==> src/rtl/rx_column_loader_ne.sv <==
// rx_column_loader_ne: captures FIFO words into a LOADCOUNT-column receive
// table and checks that every column arrived. On the rising edge of done it
// either starts the decoder with a one-cycle decode_start, or flags
// load_error and discards the frame. While the decoder runs, the table stays
// locked until decode_done. Writes that arrive while the table is locked
// set overrun_error. Writes to an address outside the table set load_error.
// Optional: define RX_LOADER_DUP_DETECT_EN to flag a second write to a
// column that is already loaded (dup_error). When the macro is undefined,
// dup_error is tied to 0.
module rx_column_loader_ne #(
  parameter int ADDRESSWIDTH = 9,
  parameter int LOADCOUNT    = 17,
  parameter int DATAWIDTH    = 16
) (
  input  logic                           clk,
  input  logic                           rst,
  input  logic                           load_en,
  input  logic [ADDRESSWIDTH-1:0]        LOADADDRESS,
  input  logic [DATAWIDTH-1:0]           fifo_dout,
  input  logic                           done,
  input  logic                           decode_done,
  input  logic                           err_clr,
  output logic [LOADCOUNT*DATAWIDTH-1:0] rxtable,
  output logic                           table_valid,
  output logic                           decode_start,
  output logic [LOADCOUNT-1:0]           col_mask,
  output logic                           load_error,
  output logic                           overrun_error,
  output logic                           dup_error
);

  typedef enum logic [1:0] {IDLE, LOADING, START, DECODING} state_t;

  state_t               state, state_nxt;
  logic                 done_d, done_rise, open_st, addr_ok, complete;
  logic                 lerr_set, ovr_set;
  logic [LOADCOUNT-1:0] hit, mask_nxt;

  assign done_rise = done & ~done_d;
  assign open_st   = (state == IDLE) || (state == LOADING);
  assign addr_ok   = LOADADDRESS < ADDRESSWIDTH'(LOADCOUNT);
  // The completeness check includes any write landing in the same cycle.
  assign mask_nxt  = col_mask | hit;
  assign complete  = &mask_nxt;

  // Per-column write decode and storage.
  for (genvar k = 0; k < LOADCOUNT; k++) begin : g_col
    assign hit[k] = load_en & open_st & addr_ok &
                    (LOADADDRESS == ADDRESSWIDTH'(k));

    // Column register: reset clears it, and an accepted write replaces it.
    always_ff @(posedge clk) begin
      if (rst)         rxtable[k*DATAWIDTH +: DATAWIDTH] <= '0;
      else if (hit[k]) rxtable[k*DATAWIDTH +: DATAWIDTH] <= fifo_dout;
    end
  end

  // State register and done edge detector.
  always_ff @(posedge clk) begin
    if (rst) begin
      state  <= IDLE;
      done_d <= 1'b0;
    end else begin
      state  <= state_nxt;
      done_d <= done;
    end
  end

  // Next-state logic, decoder handshake outputs and error set conditions.
  always_comb begin
    state_nxt    = state;
    decode_start = 1'b0;
    table_valid  = 1'b0;
    lerr_set     = load_en & ~addr_ok;
    ovr_set      = load_en & ~open_st;
    case (state)
      IDLE, LOADING: begin
        if (done_rise) begin
          if (complete) state_nxt = START;
          else begin
            lerr_set  = 1'b1;
            state_nxt = IDLE;
          end
        end else if (|hit) begin
          state_nxt = LOADING;
        end
      end
      START: begin
        decode_start = 1'b1;
        table_valid  = 1'b1;
        state_nxt    = DECODING;
      end
      DECODING: begin
        table_valid = 1'b1;
        if (decode_done) state_nxt = IDLE;
      end
      default: state_nxt = IDLE;
    endcase
  end

  // Column-loaded mask. It is dropped when a frame is incomplete or when the
  // decoder finishes.
  always_ff @(posedge clk) begin
    if (rst)                                col_mask <= '0;
    else if (open_st)                       col_mask <= (done_rise && !complete) ? '0 : mask_nxt;
    else if (state == DECODING && decode_done) col_mask <= '0;
  end

  // Sticky error flags. A new error in the same cycle as err_clr wins.
  always_ff @(posedge clk) begin
    if (rst) begin
      load_error    <= 1'b0;
      overrun_error <= 1'b0;
    end else begin
      load_error    <= lerr_set | (load_error    & ~err_clr);
      overrun_error <= ovr_set  | (overrun_error & ~err_clr);
    end
  end

`ifdef RX_LOADER_DUP_DETECT_EN
  logic dup_set;
  assign dup_set = |(hit & col_mask);

  // Duplicate-write flag. The write itself still lands, so the last write wins.
  always_ff @(posedge clk) begin
    if (rst) dup_error <= 1'b0;
    else     dup_error <= dup_set | (dup_error & ~err_clr);
  end
`else
  assign dup_error = 1'b0;
`endif

endmodule

==> config.mk <==
export PLATFORM = sky130hd
export DESIGN_NAME = rx_column_loader_ne
export DESIGN_NICKNAME = d
export VERILOG_FILES = /design/src/rtl/rx_column_loader_ne.sv
export SDC_FILE = /design/constraint.sdc
export NUM_CORES = 1
export LEC_CHECK = 0
export ABC_AREA = 1
export CORE_MARGIN = 4
export CORE_UTILIZATION = 50
export CTS_BUF_LIST = sky130_fd_sc_hd__clkbuf_8
export CTS_CLUSTER_DIAMETER = 80
export DETAILED_ROUTE_END_ITERATION = 8
export GPL_TIMING_DRIVEN = 0
export PLACE_DENSITY = 0.88
export REMOVE_ABC_BUFFERS = 1
export SYNTH_ARGS = -nofsm -noshare
export SYNTH_HDL_FRONTEND = slang
export SYNTH_SLANG_ARGS = --single-unit
==> constraint.sdc <==
create_clock -name clk -period 3.3 [get_ports clk]
set_clock_uncertainty 0.05 [all_clocks]
set_input_delay 0.66 -clock clk [delete_from_list [all_inputs] [get_ports clk]]
set_output_delay 0.66 -clock clk [all_outputs]
set_load 0.02 [all_outputs]
==> results of run 1 <==
synth_stat cells (2+ instances only):
library cell | number | share of area [%]
clkbuf_1 | 92 | 3.1
nand3_4 | 4 | 0.63
a21oi_1 | 89 | 4.0
buf_2 | 8 | 0.36
clkinv_1 | 17 | 0.58
buf_1 | 3 | 0.10
o21bai_1 | 2 | 0.14
dfxtp_1 | 294 | 53
nor2_1 | 240 | 8.2
nor2_2 | 8 | 0.45
a21oi_2 | 10 | 0.79
nor2_4 | 4 | 0.41
nand2_1 | 152 | 5.2
nand3_1 | 58 | 2.6
nand2_2 | 11 | 0.62
nand2_4 | 2 | 0.20
nand4_1 | 2 | 0.11
o21ai_0 | 2 | 0.091
inv_1 | 85 | 2.9
buf_4 | 2 | 0.14
a211oi_1 | 208 | 14
nor3_1 | 7 | 0.32
inv_2 | 6 | 0.20
nor3_2 | 2 | 0.18
nand3_2 | 3 | 0.27
final cells by class:
class	count	area (sq um)	share of cell area, %
Clock buffer	61	840	5.45
Multi-Input combinational cell	811	4380	28.5
Sequential cell	294	5890	38.2
Clock inverter	20	148	0.959
Inverter	108	422	2.74
Timing Repair Buffer	333	3370	21.9
Tap cell	280	350	2.28
sequential cells by signal, summed over array words and instances, names as in the netlist:
name           flops
state              2
rxtable          272
done_d             1
overrun_error      1
load_error         1
col_mask          17
metrics by stage:
stage	cells	power, mW
final	1907	7.06
after global routing	1907	7.29
after CTS	1907	7.09
after floorplan	1213	3.72
after global placement	1816	3.89
after detailed placement	1824	3.90
worst paths after layout:
kind | startpoint | end | slack (ns) | depth (start not counted)
setup / recovery | LOADADDRESS[1] | col_mask[5] | 0.17 | 13
hold / removal | rxtable[178] | rxtable[178] | 0.41 | 2
setup reg to reg | state[1] | rxtable[159] | 0.37 | 8
hold reg to reg | rxtable[178] | rxtable[178] | 0.41 | 2
cells by family after synthesis:
group	Yosys count	synth area share, %
and+or+nand+nor	496	19.5
AOI/OAI and AO/OA	314	19.5
DFF	294	53.3
buffers and inverters	215	7.71
other	1	0.0339
power by group:
group	switching, mW	internal (mW)	leakage, nW
Combinational	0.208	0.0614	2.31
Clock	1.41	1.81	0.547
Sequential	0.00894	3.55	2.37
Total	1.63	5.43	5.22
routing by layer:
metal / GRT usage [%] / up-vias / wire length (um)
met5: 0 / - / 0
met4: 11.0 / 0 / 1280
met3: 8.41 / 96 / 3400
met2: 45.3 / 491 / 16500
met1: 33.7 / 4839 / 13900
li1: - / 5003 / -
placed cells by master, fill, tap and decap left out, types with 2 or more instances in the layout:
cell,synthesis,layout
clkdlybuf4s50_1,0,322
dfxtp_1,294,293
nor2_1,240,240
a211oi_1,208,208
nand2_1,152,152
inv_1,85,93
a21oi_1,89,89
clkbuf_8,0,61
nand3_1,58,57
clkinv_1,17,17
nand2_2,11,11
a21oi_2,10,10
nor2_2,8,7
nand3_4,4,6
inv_2,6,5
nor2_4,4,5
clkinvlp_4,0,5
nor3_2,2,5
clkinv_2,0,4
buf_8,1,4
nor3_1,7,3
buf_6,0,3
buf_4,2,3
nand3_2,3,2
o21ai_0,2,2
nand4_1,2,2
o21bai_1,2,2
bufinv_16,0,2
critical path, cell delays in order:
cell and delay [ns]:
clkdlybuf4s50_1 0.55, nor2_2 0.20, nand2_2 0.13, a21oi_4 0.31, buf_4 0.28, nand3_2 0.41, nand2_1 0.17, nand2_1 0.08
nor2_2 0.16, nand4_4 0.17, nand2_8 0.19, nand2_1 0.07, a21oi_1 0.16
what timing repair did:
item                                    in CTS  in global routing
gates resized for setup                      4                  7
buffers inserted                             2                  0
endpoints found under the setup margin      51                 40
pin swaps                                    1                  0
==> results.cfg, run 1 <==
[timing]
rsz0062_at_grt = false
fin_crit_sh_pct = 94.9
worst_pin_slew_ns = 1.22
setup_viol = 0
fin_hold_ws_ns = 0.408
hold_viol = 0
fin_tns_setup_ns = 0
fin_ws_ns = 0.167
fin_crit_ns = 3.13
slew_headroom_pct = 18.1
maxSlewViolCount = 0
clock.fmax_ghz = 0.319

[global_route]
grt_pass1_vias = 10200
track_usage_pct = 27.5
antenna_found_initial = 0
grt_start_max_net_pins = 168
grt_first_pass_wirelength_mm = 54.7
grt_overflow = 0

[synth]
synthArstFlopShare_pct = 0
syn_area_per_cell_sq_um = 8.37
yosysWarnings = 0
synth_edf_count = 0
synthFlopType = dfxtp_1
synth_area_sq_mm = 0.0110
yosysUniqueCellTypes = 34
syn_inst = 1320
ys_seq_area_share_pct = 53.3
ys_seq_elements = 294

[floorplanning]
dieArea_sq_mm = 0.0245
num_rows = 54
die_y_um = 157
core_area_sq_mm = 0.0218
io_pins = 325
initial_core_util_pct = 50.8
die_w_um = 157

[worst_setup_path]
worstSetupPathType = input port to flop
critPathArrivalTime_ns = 3.55
crit_fanout = 19
end_kind = flop
cp_data_required_time_ns = 3.72
start_kind = input port

[pwr]
power_density_mw_per_mm2 = 458
ir_worst_vdd_uv = 312
p_leak_nw = 5.22

[finish]
area_delta_synth_final_pct = 39.3
antenna_cells = 0
nNetsFinal = 1626
fillers = 1562
final_area_sq_mm = 0.0154
post-route-util_pct = 70.8
layout-drive-gt1-share_pct = 8.79

[clock_tree]
cts_max_level = 2
root_buffer = clkbuf_8
cts_sinks = 294
numCtsBuffers = 47
cts_tree = yes
clk_pin_slew_ns = 0.07
clk-insertion-delay-late_ns = 0.55
cts_buffer_depth = 3
postCtsHoldBufs = 0

[placed_design]
dp_hpwl_mm = 23.5
routabilityCongestion = 0.866
portBuffers = 323
post_dp_cell_area_sq_mm = 0.0143
dp_worst_setup_slack_ns = -1.21

[routing]
routed_wl_mm = 35.1
post-route-drc-count = 0
drt_iter0_drc = 623
ant_nets = 0
viasPerCell = 5.47
vias = 10400
routedWlPerCell_um = 18.4
firstDrtPassIters = 6

[flow_run]
drv_cap = 0

[worst_hold_path]
hold_path.class = flop to flop

[status]
status = finished clean
Note: power is estimated with default switching activity, not from simulation.
==> run 2, diff against run 1 <==
Settings changed: ABC_CLOCK_PERIOD_IN_PS set to 3300, SETUP_SLACK_MARGIN set to 0.1.
==> run 2 against run 1 <==
Non-clock buffer count did not move. Combinational power barely moved. Highest routed layer unchanged. Critical path type unchanged. Global-route usage did not move. Routed wire length rose by 1.9%. Worst hold slack got worse by 0.00050 ns. Design area rose by 0.18%. Largest cell class unchanged. Via count rose by 0.44%. Maximum frequency rose by 1.4%. Final cell count rose by 0.10%. First-iteration DRC count rose by 4.0%.
==> results.cfg, run 2 (same netlist as run 1, synthesis figures left out) <==
[status]
status = finished clean

[finish]
layout_commonest_cell = clkdlybuf4s50_1
layout-drive-gt1-share_pct = 9.02
nNetsFinal = 1628
area_delta_synth_final_pct = 39.6
antenna_cells = 0
top_register = rxtable
post-route-util_pct = 70.9
largestRegisters = rxtable x272, col_mask x17, state x2
layout_common_cells = 322 x clkdlybuf4s50_1, 293 x dfxtp_1, 240 x nor2_1
largest_reg_flops = 272
final_area_sq_mm = 0.0154

[pwr]
switching_share_pct = 23.1
power_switching_mw = 1.63
power_density_mw_per_mm2 = 458
pwr-share-clk_pct = 45.7
p_leak_nw = 5.21
ir_worst_vdd_uv = 313
p_comb_share_pct = 3.8
seq_power_share_pct = 50.5
power.internal_mw = 5.43

[floorplanning]
num_rows = 54
die_y_um = 157
core_area_sq_mm = 0.0218
die_w_um = 157
initial_core_util_pct = 50.8
dieArea_sq_mm = 0.0245
io_pins = 325

[routing]
vias = 10500
firstDrtPassIters = 5
post-route-drc-count = 0
routed_wl_mm = 35.7
routedWlPerCell_um = 18.7
ant_nets = 0
viasPerCell = 5.49
drt_iter0_drc = 648

[placed_design]
dp_worst_setup_slack_ns = -1.21
post_dp_cell_area_sq_mm = 0.0143
dp_hpwl_mm = 23.5
routabilityCongestion = 0.866
portBuffers = 323

[worst_hold_path]
hold_path.class = flop to flop
hold-path-cell-count = 2

[timing]
hold_viol = 0
slew_headroom_pct = 17.0
setup_viol = 0
fin_crit_ns = 3.09
fin_hold_ws_ns = 0.408
clock.fmax_ghz = 0.324
fin_ws_ns = 0.212
worst_pin_slew_ns = 1.24
rsz0062_at_grt = true
fin_crit_sh_pct = 93.6
maxSlewViolCount = 0

[worst_setup_path]
reg2reg_from = state[1]
worstSetupPathType = input port to flop
rrSetupSlack_ns = 0.25
crit_fanout = 17
startpoint = LOADADDRESS[2]
cp_data_required_time_ns = 3.72
worstRegToRegCells = 13
r2r_end = col_mask[5]
start_kind = input port
crit_end = col_mask[5]
end_kind = flop
critPathArrivalTime_ns = 3.51

[clock_tree]
postCtsHoldBufs = 0
cts_max_level = 2
root_buffer = clkbuf_8
clk-insertion-delay-late_ns = 0.55
cts_buffer_depth = 3
cts_tree = yes
numCtsBuffers = 47
cts_sinks = 294
clk_pin_slew_ns = 0.06

[global_route]
antenna_found_initial = 0
grt_overflow = 0
grt_first_pass_wirelength_mm = 54.7
track_usage_pct = 27.5
grt_pass1_vias = 10200
grt_start_max_net_pins = 168

[flow_run]
drv_cap = 0
[run 2: worst min-delay path by stage]
stage,slack (ns),end,start
3_3_place_gp,0.40,rxtable[104],rxtable[104]
3_5_place_dp,0.40,rxtable[178],rxtable[178]
2_1_floorplan,0.39,state[0],state[0]
4_1_cts,0.41,rxtable[181],rxtable[181]
6_report,0.41,rxtable[178],rxtable[178]
5_1_grt,0.42,rxtable[98],rxtable[98]
[run 2: through the flow]
stage | power (mW) | TNS (ns) | cells
after floorplan | 3.72 | -4.83 | 1213
final | 7.06 | 0 | 1909
after CTS | 7.09 | 0 | 1907
after global placement | 3.89 | -1648.46 | 1816
after global routing | 7.29 | 0 | 1909
after detailed placement | 3.90 | -99.81 | 1824
[run 2: power groups by stage]
stage / clock [mW] / combinational (mW) / sequential (mW)
final: 3.23 / 0.270 / 3.56
after global routing: 3.44 / 0.287 / 3.56
after CTS: 3.26 / 0.261 / 3.56
after detailed placement: 0 / 0.259 / 3.64
after global placement: 0 / 0.249 / 3.64
after floorplan: 0 / 0.0815 / 3.64
[run 2: cell type report]
class	count	area, sq um
fill	1561	6330
sequential	294	5890
multi-input combinational	813	4400
timing repair buffer	333	3370
clock buffer	61	840
inverter	108	425
tap	280	350
clock inverter	20	148
[run 2: per-layer routing]
metal / vias to the layer above / GRT usage [%] / routed length, um
li1: 5013 / - / -
met1: 4893 / 33.7 / 14300
met2: 478 / 45.3 / 16800
met3: 91 / 8.41 / 3330
met4: 0 / 11.0 / 1310
met5: - / 0 / 0
[run 2: what timing repair did]
item	CTS	global route
setup buffers	2	0
resized for setup	5	8
cloned	0	2
endpoints found under the setup margin	56	37
pin swaps	1	1
[run 2: critical path, stage by stage]
cell             delay (ns)
clkdlybuf4s50_1        0.49
nor2_2                 0.23
nand2_2                0.15
a21oi_4                0.30
buf_4                  0.32
nand3_4                0.29
nand2_1                0.16
nand2_1                0.08
nor2_2                 0.16
nand4_4                0.14
nand2_4                0.25
nand2_1                0.09
a21oi_1                0.15
==> run 3, diff against run 2 <==
Settings changed: SLEW_MARGIN set to 10.
==> run 3 against run 2 <==
Worst setup slack better by 0.041 ns. Total power about the same. Flip-flop and latch count is the same. Worst hold slack better by 0.0016 ns. Register-to-register slack better by 0.04 ns. Clock-buffer cell count is 3 lower. Sequential power hardly changed. Sequential share of layout area hardly changed. Core utilization decreased by 0.075 points. Die area unchanged. Non-clock buffer count grew 3. Largest cell class unchanged. Largest power group unchanged. Highest routed layer unchanged.
==> results.cfg, run 3 (same netlist as run 1, synthesis figures left out) <==
[finish]
antenna_cells = 0
layout-drive-gt1-share_pct = 8.83
layout_commonest_cell = clkdlybuf4s50_1
area.sequential_sq_mm = 0.00589
area_delta_synth_final_pct = 39.4
final_cell_count_no_fill = 1910
multi_input_area_sq_mm = 0.00437
layout_common_cells = 322 x clkdlybuf4s50_1, 293 x dfxtp_1, 240 x nor2_1
fillers = 1557
top_register = rxtable
largestRegisters = rxtable x272, col_mask x17, state x2
nNetsFinal = 1627
largest_reg_flops = 272

[timing]
slew_headroom_pct = 16.9
worst_pin_slew_ns = 1.24
fin_ws_ns = 0.253
fin_crit_sh_pct = 92.3
fin_crit_ns = 3.05
maxSlewViolCount = 0
clock.fmax_ghz = 0.328
fin_hold_ws_ns = 0.410
setup_viol = 0
hold_viol = 0
fin_tns_setup_ns = 0
rsz0062_at_grt = true

[worst_setup_path]
reg2reg_from = state[1]
cp_data_required_time_ns = 3.73
worstRegToRegCells = 13
r2r_end = col_mask[5]
critPathArrivalTime_ns = 3.47
start_kind = input port
crit_fanout = 18
end_kind = flop
worstSetupPathType = input port to flop
rrSetupSlack_ns = 0.29

[routing]
ant_nets = 0
routedWlPerCell_um = 18.5
vias = 10400
routed_wl_mm = 35.3
post-route-drc-count = 0
firstDrtPassIters = 5
drt_iter0_drc = 708
viasPerCell = 5.46

[status]
status = finished clean

[clock_tree]
root_buffer = clkbuf_8
clk_pin_slew_ns = 0.06
cts_max_level = 2
cts_tree = yes
numCtsBuffers = 45
postCtsHoldBufs = 0
clk-insertion-delay-late_ns = 0.55
cts_sinks = 294
cts_buffer_depth = 3

[worst_hold_path]
hold-path-cell-count = 2
hold_end = rxtable[52]
hold_path.class = flop to flop
hold_start = rxtable[52]

[global_route]
grt_start_max_net_pins = 124
antenna_found_initial = 0
grt_overflow = 0
grt_first_pass_wirelength_mm = 54.7
track_usage_pct = 27.6
grt_pass1_vias = 10100

[flow_run]
drv_cap = 0

[placed_design]
dp_hpwl_mm = 24.0
routabilityCongestion = 0.866
portBuffers = 323
placed_cells = 1826
dp_worst_setup_slack_ns = -1.28

[floorplanning]
initial_core_util_pct = 50.8
die_w_um = 157
die_y_um = 157
num_rows = 54
dieArea_sq_mm = 0.0245
core_area_sq_mm = 0.0218
io_pins = 325

[pwr]
p_leak_nw = 5.24
power_density_mw_per_mm2 = 459
ir_worst_vdd_uv = 465
-- run 3: cell count changes in the layout (fill, tap and decap cells not counted), sizes merged --
cell      previous run  this run
buf                 11        14
clkbuf              61        58
inv                 99       102
nand3               67        65
bufinv               2         3
clkinvlp             6         5
-- run 3: how the worst max path moves through the flow --
stage / end / cells after the start / start
floorplan: rxtable[256] / 6 / LOADADDRESS[3]
global route: col_mask[8] / 13 / LOADADDRESS[2]
detailed placement: rxtable[157] / 10 / LOADADDRESS[3]
finish: col_mask[5] / 12 / LOADADDRESS[4]
CTS: col_mask[5] / 12 / LOADADDRESS[8]
global placement: state[1] / 3 / rst
-- run 3: layout make-up --
class | instances | area share (%)
clock inverters | 23 | 1.23
flip-flops and latches | 294 | 38.2
clock buffers | 58 | 5.18
multi-input cells | 811 | 28.4
well taps | 280 | 2.27
inverters | 108 | 2.74
repair buffers | 336 | 22.0
-- run 3: critical path: stages --
cell	delay, ns
clkdlybuf4s50_1	0.56
nor2_2	0.24
nand3_1	0.24
nor2_4	0.47
nand3_4	0.32
nand2_1	0.16
nand2_2	0.07
nor2_4	0.12
nand4_4	0.13
nand2_4	0.25
nand2_1	0.08
a21oi_1	0.14
-- run 3: where the power goes --
part,leakage (nW),internal (mW),switching (mW)
Combinational,2.32,0.0644,0.208
Clock,0.551,1.82,1.41
Sequential,2.37,3.55,0.00895
Total,5.24,5.44,1.63
-- run 3: timing repair --
| action | CTS | global route |
|---|---|---|
| pin swaps | 1 | 0 |
| buffers inserted | 3 | 0 |
| endpoints found under the setup margin | 45 | 33 |
| resized for setup | 5 | 4 |
-- run 3: per-layer routing --
metal / share of wire (%) / up-vias / global-route usage [%]
li1: - / 5012 / -
met1: 40 / 4860 / 33.6
met2: 48 / 479 / 46.5
met3: 8.9 / 81 / 7.63
met4: 3.4 / 0 / 10.5
met5: 0 / - / 0
-- run 3: stage by stage --
stage	utilization (%)	total power, mW	area [sq um]
6_report	70.8	7.07	15400
5_1_grt	70.8	7.29	15400
4_1_cts	70.7	7.10	15400
3_5_place_dp	66.0	3.90	14400
3_3_place_gp	65.2	3.89	14200
2_1_floorplan	-	3.72	10600
